**config.mk**
```make
export PLATFORM = sky130hd
export DESIGN_NAME = mips_mem_arbiter_flat
export DESIGN_NICKNAME = d
export VERILOG_FILES = /design/src/rtl/mips_mem_arbiter_if.sv /design/src/rtl/mips_mem_arbiter.sv /design/src/flat_wrapper.sv
export SDC_FILE = /design/constraint.sdc
export NUM_CORES = 1
export LEC_CHECK = 0
export BUFFER_PORTS_ARGS = -buffer_cell sky130_fd_sc_hd__buf_2
export CAP_MARGIN = 20
export CORE_UTILIZATION = 45
export DETAILED_ROUTE_END_ITERATION = 8
export HOLD_SLACK_MARGIN = 0.12
export PLACE_DENSITY = 0.85
export SLEW_MARGIN = 10
export SYNTH_ARGS = -nofsm -noshare
export SYNTH_HDL_FRONTEND = slang
export SYNTH_SLANG_ARGS = --single-unit
```
**constraint.sdc**
```tcl
create_clock -name clk -period 2.7 [get_ports clk]
set_input_delay 0.405 -clock clk [delete_from_list [all_inputs] [get_ports clk]]
set_output_delay 0.405 -clock clk [all_outputs]
set_load 0.02 [all_outputs]
```
**src/rtl/mips_mem_arbiter_if.sv**
```systemverilog
// Bus bundle between the two MIPS requesters (IF fetch, DM load/store), the
// shared arbiter and the single-port synchronous memory behind it.
interface mips_mem_arbiter_if #(
    parameter int ADDR_W = 10,
    parameter int DATA_W = 32
);
    logic              if_req;
    logic [ADDR_W-1:0] if_addr;
    logic              if_gnt;
    logic              if_rvalid;
    logic [DATA_W-1:0] if_rdata;

    logic              dm_req;
    logic              dm_we;
    logic [ADDR_W-1:0] dm_addr;
    logic [DATA_W-1:0] dm_wdata;
    logic              dm_gnt;
    logic              dm_rvalid;
    logic [DATA_W-1:0] dm_rdata;

    logic              mem_en;
    logic              mem_we;
    logic [ADDR_W-1:0] mem_addr;
    logic [DATA_W-1:0] mem_wdata;
    logic [DATA_W-1:0] mem_rdata;

    logic              busy;

    // Arbiter side
    modport slave (
        input  if_req, if_addr, dm_req, dm_we, dm_addr, dm_wdata, mem_rdata,
        output if_gnt, if_rvalid, if_rdata, dm_gnt, dm_rvalid, dm_rdata,
        output mem_en, mem_we, mem_addr, mem_wdata, busy
    );

    // Core / memory side
    modport master (
        output if_req, if_addr, dm_req, dm_we, dm_addr, dm_wdata, mem_rdata,
        input  if_gnt, if_rvalid, if_rdata, dm_gnt, dm_rvalid, dm_rdata,
        input  mem_en, mem_we, mem_addr, mem_wdata, busy
    );
endinterface

```
**src/rtl/mips_mem_arbiter.sv**
```systemverilog
// Two-requester arbiter (IF fetch / DM load-store) in front of a fixed-latency
// single-port memory, with bounded IF starvation. Optional ARB_PERF_CNT_EN adds perf_conflicts.
module mips_mem_arbiter #(
    parameter int ADDR_W     = 10,
    parameter int DATA_W     = 32,
    parameter int MEM_LAT    = 1,
    parameter int STARVE_MAX = 4
) (
    input  logic                clk,
    input  logic                rst_n,
    mips_mem_arbiter_if.slave   bus
`ifdef ARB_PERF_CNT_EN
    ,
    output logic [15:0]         perf_conflicts
`endif
);
    typedef enum logic [1:0] {IDLE, WAIT_IF, WAIT_DM} state_t;

    localparam logic [3:0] LAT_RELOAD = 4'(MEM_LAT - 1);
    localparam logic [3:0] STARVE_LIM = 4'(STARVE_MAX);

    state_t            r_state;
    logic [3:0]        r_lat_cnt;
    logic [3:0]        r_starve_cnt;
    logic              r_dm_store;
    logic [DATA_W-1:0] r_if_rdata;
    logic [DATA_W-1:0] r_dm_rdata;

    logic w_idle;
    logic w_grant_if;
    logic w_grant_dm;
    logic w_if_done;
    logic w_dm_done;

    assign w_idle    = (r_state == IDLE);
    assign w_if_done = (r_state == WAIT_IF) && (r_lat_cnt == 4'd0);
    assign w_dm_done = (r_state == WAIT_DM) && (r_lat_cnt == 4'd0);

    // Grant is combinational so the access is strobed in the arbitration cycle;
    // rst_n gates it so nothing is granted while reset is held.
    always_comb begin
        w_grant_if = 1'b0;
        w_grant_dm = 1'b0;
        if (rst_n && w_idle) begin
            if (bus.if_req && (!bus.dm_req || (r_starve_cnt == STARVE_LIM)))
                w_grant_if = 1'b1;
            else if (bus.dm_req)
                w_grant_dm = 1'b1;
        end
    end

    assign bus.if_gnt    = w_grant_if;
    assign bus.dm_gnt    = w_grant_dm;
    assign bus.mem_en    = w_grant_if | w_grant_dm;
    assign bus.mem_we    = w_grant_dm & bus.dm_we;
    assign bus.mem_addr  = w_grant_if ? bus.if_addr :
                           w_grant_dm ? bus.dm_addr : {ADDR_W{1'b0}};
    assign bus.mem_wdata = (w_grant_dm & bus.dm_we) ? bus.dm_wdata : {DATA_W{1'b0}};
    assign bus.busy      = ~w_idle;

    // Read data is passed through during the completion pulse and held afterwards.
    assign bus.if_rvalid = w_if_done;
    assign bus.dm_rvalid = w_dm_done;
    assign bus.if_rdata  = w_if_done ? bus.mem_rdata : r_if_rdata;
    assign bus.dm_rdata  = w_dm_done ? (r_dm_store ? {DATA_W{1'b0}} : bus.mem_rdata)
                                     : r_dm_rdata;

    always_ff @(posedge clk or negedge rst_n) begin
        if (!rst_n) begin
            r_state      <= IDLE;
            r_lat_cnt    <= 4'd0;
            r_starve_cnt <= 4'd0;
            r_dm_store   <= 1'b0;
            r_if_rdata   <= {DATA_W{1'b0}};
            r_dm_rdata   <= {DATA_W{1'b0}};
        end else begin
            case (r_state)
                IDLE: begin
                    if (w_grant_if) begin
                        r_state      <= WAIT_IF;
                        r_lat_cnt    <= LAT_RELOAD;
                        r_starve_cnt <= 4'd0;
                    end else if (w_grant_dm) begin
                        r_state    <= WAIT_DM;
                        r_lat_cnt  <= LAT_RELOAD;
                        r_dm_store <= bus.dm_we;
                        if (bus.if_req && (r_starve_cnt != STARVE_LIM))
                            r_starve_cnt <= r_starve_cnt + 4'd1;
                    end
                end
                WAIT_IF: begin
                    if (r_lat_cnt == 4'd0) begin
                        r_state    <= IDLE;
                        r_if_rdata <= bus.mem_rdata;
                    end else begin
                        r_lat_cnt <= r_lat_cnt - 4'd1;
                    end
                end
                WAIT_DM: begin
                    if (r_lat_cnt == 4'd0) begin
                        r_state    <= IDLE;
                        r_dm_rdata <= r_dm_store ? {DATA_W{1'b0}} : bus.mem_rdata;
                    end else begin
                        r_lat_cnt <= r_lat_cnt - 4'd1;
                    end
                end
                default: r_state <= IDLE;
            endcase
        end
    end

`ifdef ARB_PERF_CNT_EN
    logic [15:0] r_perf_cnt;

    always_ff @(posedge clk or negedge rst_n) begin
        if (!rst_n)
            r_perf_cnt <= 16'd0;
        else if (w_idle && bus.if_req && bus.dm_req && (r_perf_cnt != 16'hFFFF))
            r_perf_cnt <= r_perf_cnt + 16'd1;
    end

    assign perf_conflicts = r_perf_cnt;
`endif
endmodule

```
**src/flat_wrapper.sv**
```systemverilog
// flat-port wrapper written by rule: the top's interface ports become plain ports
module mips_mem_arbiter_flat 
#(
    parameter int ADDR_W     = 10,
    parameter int DATA_W     = 32,
    parameter int MEM_LAT    = 1,
    parameter int STARVE_MAX = 4
)
  (clk, rst_n, bus_if_req, bus_if_addr, bus_dm_req, bus_dm_we, bus_dm_addr, bus_dm_wdata, bus_mem_rdata, bus_if_gnt, bus_if_rvalid, bus_if_rdata, bus_dm_gnt, bus_dm_rvalid, bus_dm_rdata, bus_mem_en, bus_mem_we, bus_mem_addr, bus_mem_wdata, bus_busy);
  mips_mem_arbiter_if #(.ADDR_W(ADDR_W), .DATA_W(DATA_W)) bus_i ();
  input  logic clk;
  input  logic rst_n;
  input wire logic [$bits(bus_i.if_req)-1:0] bus_if_req;
  input wire logic [$bits(bus_i.if_addr)-1:0] bus_if_addr;
  input wire logic [$bits(bus_i.dm_req)-1:0] bus_dm_req;
  input wire logic [$bits(bus_i.dm_we)-1:0] bus_dm_we;
  input wire logic [$bits(bus_i.dm_addr)-1:0] bus_dm_addr;
  input wire logic [$bits(bus_i.dm_wdata)-1:0] bus_dm_wdata;
  input wire logic [$bits(bus_i.mem_rdata)-1:0] bus_mem_rdata;
  output wire logic [$bits(bus_i.if_gnt)-1:0] bus_if_gnt;
  output wire logic [$bits(bus_i.if_rvalid)-1:0] bus_if_rvalid;
  output wire logic [$bits(bus_i.if_rdata)-1:0] bus_if_rdata;
  output wire logic [$bits(bus_i.dm_gnt)-1:0] bus_dm_gnt;
  output wire logic [$bits(bus_i.dm_rvalid)-1:0] bus_dm_rvalid;
  output wire logic [$bits(bus_i.dm_rdata)-1:0] bus_dm_rdata;
  output wire logic [$bits(bus_i.mem_en)-1:0] bus_mem_en;
  output wire logic [$bits(bus_i.mem_we)-1:0] bus_mem_we;
  output wire logic [$bits(bus_i.mem_addr)-1:0] bus_mem_addr;
  output wire logic [$bits(bus_i.mem_wdata)-1:0] bus_mem_wdata;
  output wire logic [$bits(bus_i.busy)-1:0] bus_busy;
  assign bus_i.if_req = bus_if_req;
  assign bus_i.if_addr = bus_if_addr;
  assign bus_i.dm_req = bus_dm_req;
  assign bus_i.dm_we = bus_dm_we;
  assign bus_i.dm_addr = bus_dm_addr;
  assign bus_i.dm_wdata = bus_dm_wdata;
  assign bus_i.mem_rdata = bus_mem_rdata;
  assign bus_if_gnt = bus_i.if_gnt;
  assign bus_if_rvalid = bus_i.if_rvalid;
  assign bus_if_rdata = bus_i.if_rdata;
  assign bus_dm_gnt = bus_i.dm_gnt;
  assign bus_dm_rvalid = bus_i.dm_rvalid;
  assign bus_dm_rdata = bus_i.dm_rdata;
  assign bus_mem_en = bus_i.mem_en;
  assign bus_mem_we = bus_i.mem_we;
  assign bus_mem_addr = bus_i.mem_addr;
  assign bus_mem_wdata = bus_i.mem_wdata;
  assign bus_busy = bus_i.busy;
  mips_mem_arbiter #(.ADDR_W(ADDR_W), .DATA_W(DATA_W), .MEM_LAT(MEM_LAT), .STARVE_MAX(STARVE_MAX)) u_core (.clk(clk), .rst_n(rst_n), .bus(bus_i));
endmodule
```
==> run metrics <==
run status=finished clean; Final Skew=between 0.005 and 0.006 ns; Filler Cells Inserted=638; CTS Buf Count=9; number of global-route vias before repair=3082; Total Neg Setup Slack=0 ns; xor/xnor cell area share of the yosys netlist=0%; final global-route overflow total=0; count of buffers from port buffering=between 200 and 250; width of the chip=92.0 um; maximum number of pins on one net before global-route repair=just over 70; dominant combinational cell family by area after synthesis=simple AND/OR/NAND/NOR gates; Req. time, crit path=~2.3 ns; clock insertion delay at the later pin of the skew report=0.33 ns; endpoints failing hold=0; Buffers & Inverters on Critical Path=4; synthesis-to-finish area growth=37.5%; met1 Usage GRT=26.9%; ys async rst share=100%; area used by multi-input combinational logic=around 1600 um^2; depth of the most critical reg-to-reg path=5; cell with the biggest individual delay on the critical path=dlygate4sd3_1; most used flip-flop cell after synthesis=dfrtp_1; total power density per cell area=approximately 1300 nW/um^2; Arrival @ worst endpoint=2.18 ns; kind of path behind the tightest hold check=primary input to flip-flop; transition time at the pin with the least slew margin=0.893 ns; count of pins over their slew limit=0; Max H-tree Level=3; category of the worst setup path capture point=output pin; first-pass iteration count of the detailed router=5; largest vdd supply drop=0.000616 V; placer congestion estimate=0.872; clock tree from TritonCTS=yes; busiest metal layer after global routing=met2; setup repair after global routing missed its margin=false; met3 Usage GRT=under 10%; standard-cell rows=32; category of the worst setup path launch point=primary input; Core Region=7770 um^2; floorplan die area=8460 um^2; overall die height=around 92 um; share of synthesized area occupied by flip-flops and latches=51.5%; global-route wire length before repair=15100 um; critical path class=primary input to output pin; peak per-stage delay on the critical path=between 0.5 and 0.6 ns; simple-gate area share of the yosys netlist=approximately a fifth; overall routing resource usage=a little under a quarter; Compound-Gate Fraction of Synth Area=11.3%; post-route clock period utilization=95.8%; Mapped Cells=342; number of synthesized flops with an enable pin=0; commonest non-fill, non-tap cells in the layout=buf_2 (200), dfrtp_1 (75), nand2_1 (40); met2 usage=41.4%; Ant. Diodes=0; critical path fanouts, max=11; most common cell after layout, fill and taps aside=buf_2; routed vias/inst=5.03; CTS root buf=clkbuf_8; violation count after the first detailed-routing iteration=80; depth of the critical timing path with buffers and inverters included=7; total of warnings raised by yosys=0; average wire per cell in the routed design=roughly 15 um; Hold Path Stages=2; CTS Buffer Depth=2; Setup Viol. Count Final=0; Relative slew margins=40.4%; Storage cell area=between 1500 and 2000 um^2; placed wire-length estimate after detailed placement=slightly above 7000 um; routed via count=3270; smallest hold slack=between 0.3 and 0.4 ns; antenna violations before repair=0; number of sinks driven by the clock tree=75; Syn Area/Cell=approximately 11 um^2; Antenna Violating Nets Remaining=0; maximum operating frequency=387 MHz; count of state elements after synthesis=75; io pins=202; Post-Synth Adder-Cell Area=~2.4%; total wire length=9800 um; initial core utilization=46.9%; layout cells sized above 1=48.9%; net count of the finished layout=639; mux share of post-synthesis cell area=under 10%; min cycle time layout=around 2.6 ns; cell-by-cell trace of the critical path=dlygate4sd3_1, buf_4, nand3_1, or2_2, clkinvlp_4, a22o_1, buf_2; delay-heaviest family, CP=buffers and inverters; cell area after technology mapping=3640 um^2; number of different library cells in the post-synthesis netlist=41; number of DRC violations after detailed routing=0; Clk pin slew, worst setup/hold paths=0.08 ns; count of max-cap constraint violations=0; Register-to-Register Setup Slack=0.92 ns; Static Leak=2.65 nW; Post-Syn Nets=roughly 440
[routing by layer]
| layer | routed length, um | vias to the layer above |
|---|---|---|
| met3 | 663 | 11 |
| met4 | 126 | 0 |
| li1 | - | 1572 |
| met5 | 0 | - |
| met2 | 5200 | 147 |
| met1 | 3810 | 1540 |
[where the power goes]
part	total [mW]	switching (mW)	internal (mW)
Sequential	1.89	0.248	1.64
Combinational	3.66	2.23	1.44
Clock	0.779	0.416	0.363
[cell usage after synthesis (all sizes together), types with 3 or more instances]
| master | number | area share, % |
|---|---|---|
| nand2b | 33 | 5.7 |
| o311ai | 3 | 0.72 |
| nand3 | 7 | 0.96 |
| mux2 | 32 | 9.9 |
| nand2 | 40 | 4.1 |
| clkbuf | 11 | 1.1 |
| and2 | 33 | 5.7 |
| a22o | 10 | 2.4 |
| o211ai | 6 | 1.2 |
| ha | 7 | 2.4 |
| dfrtp | 75 | 52 |
| o21ai | 33 | 4.5 |
| buf | 12 | 2.2 |
| inv | 10 | 1.0 |
[final timing paths]
| check | start | end |
|---|---|---|
| worst max-delay path | rst_n | bus_mem_addr[4] |
| worst min-delay path | bus_mem_rdata[28] | u_core.r_if_rdata[28]$_DFFE_PN0P_ |
| worst max register to register | u_core.r_lat_cnt[0]$_DFFE_PN0P_ | u_core.r_state[0]$_DFFE_PN0P_ |
| worst min register to register | u_core.r_if_rdata[30]$_DFFE_PN0P_ | u_core.r_if_rdata[30]$_DFFE_PN0P_ |
| max in group asynchronous | rst_n | u_core.r_state[1]$_DFFE_PN0P_ |
| min in group asynchronous | rst_n | u_core.r_starve_cnt[2]$_DFFE_PN0P_ |
[cells by family after synthesis]
group / Yosys count
simple gates: 132
flops: 75
compound gates: 63
buf+inv: 33
mux: 32
fa+ha+maj: 7
[flip-flops by register name, indices dropped and copies added (netlist names)]
| signal | cells |
|---|---|
| u_core.r_starve_cnt | 4 |
| u_core.r_if_rdata | 32 |
| u_core.r_lat_cnt | 4 |
| u_core.r_dm_rdata | 32 |
| u_core.r_dm_store | 1 |
| u_core.r_state | 2 |
[metrics by stage]
| step | power, mW | instance area, um^2 | instances | utilization [%] | worst slack (ns) |
|---|---|---|---|---|---|
| floorplan | 4.28 | 3640 | 342 | - | 0.531 |
| global placement | 5.29 | 4740 | 629 | 61.0 | 0.386 |
| detailed placement | 5.42 | 4740 | 629 | 61.0 | 0.297 |
| CTS | 6.36 | 4990 | 648 | 64.2 | 0.00331 |
| global route | 6.73 | 5010 | 650 | 64.5 | 0.0291 |
| finish | 6.33 | 5010 | 650 | 64.5 | 0.114 |
[cell type report]
cell class	instances	share of cell area [%]
timing repair buffer	213	22.9
inverter	10	0.824
multi-input combinational	234	32.7
clock inverter	5	0.749
clock buffer	11	2.82
tap	102	2.55
sequential	75	37.5
[worst register-to-register path, stage by stage, from the launching register on]
cell and delay (ns):
dfrtp_1 0.43, inv_2 0.10, ha_4 0.17, or3b_1 0.45, and3_4 0.22, a311o_1 0.31
[timing repair]
action | 4_1_cts | 5_1_grt
endpoints found under the hold margin | 4 | 0
endpoints found under the setup margin | 32 | 25
buffers inserted | 1 | 2
gates cloned | 1 | 0
gates resized for setup | 4 | 4
hold buffers | 1 | 0
No activity file was read; power rests on OpenSTA's default activity.
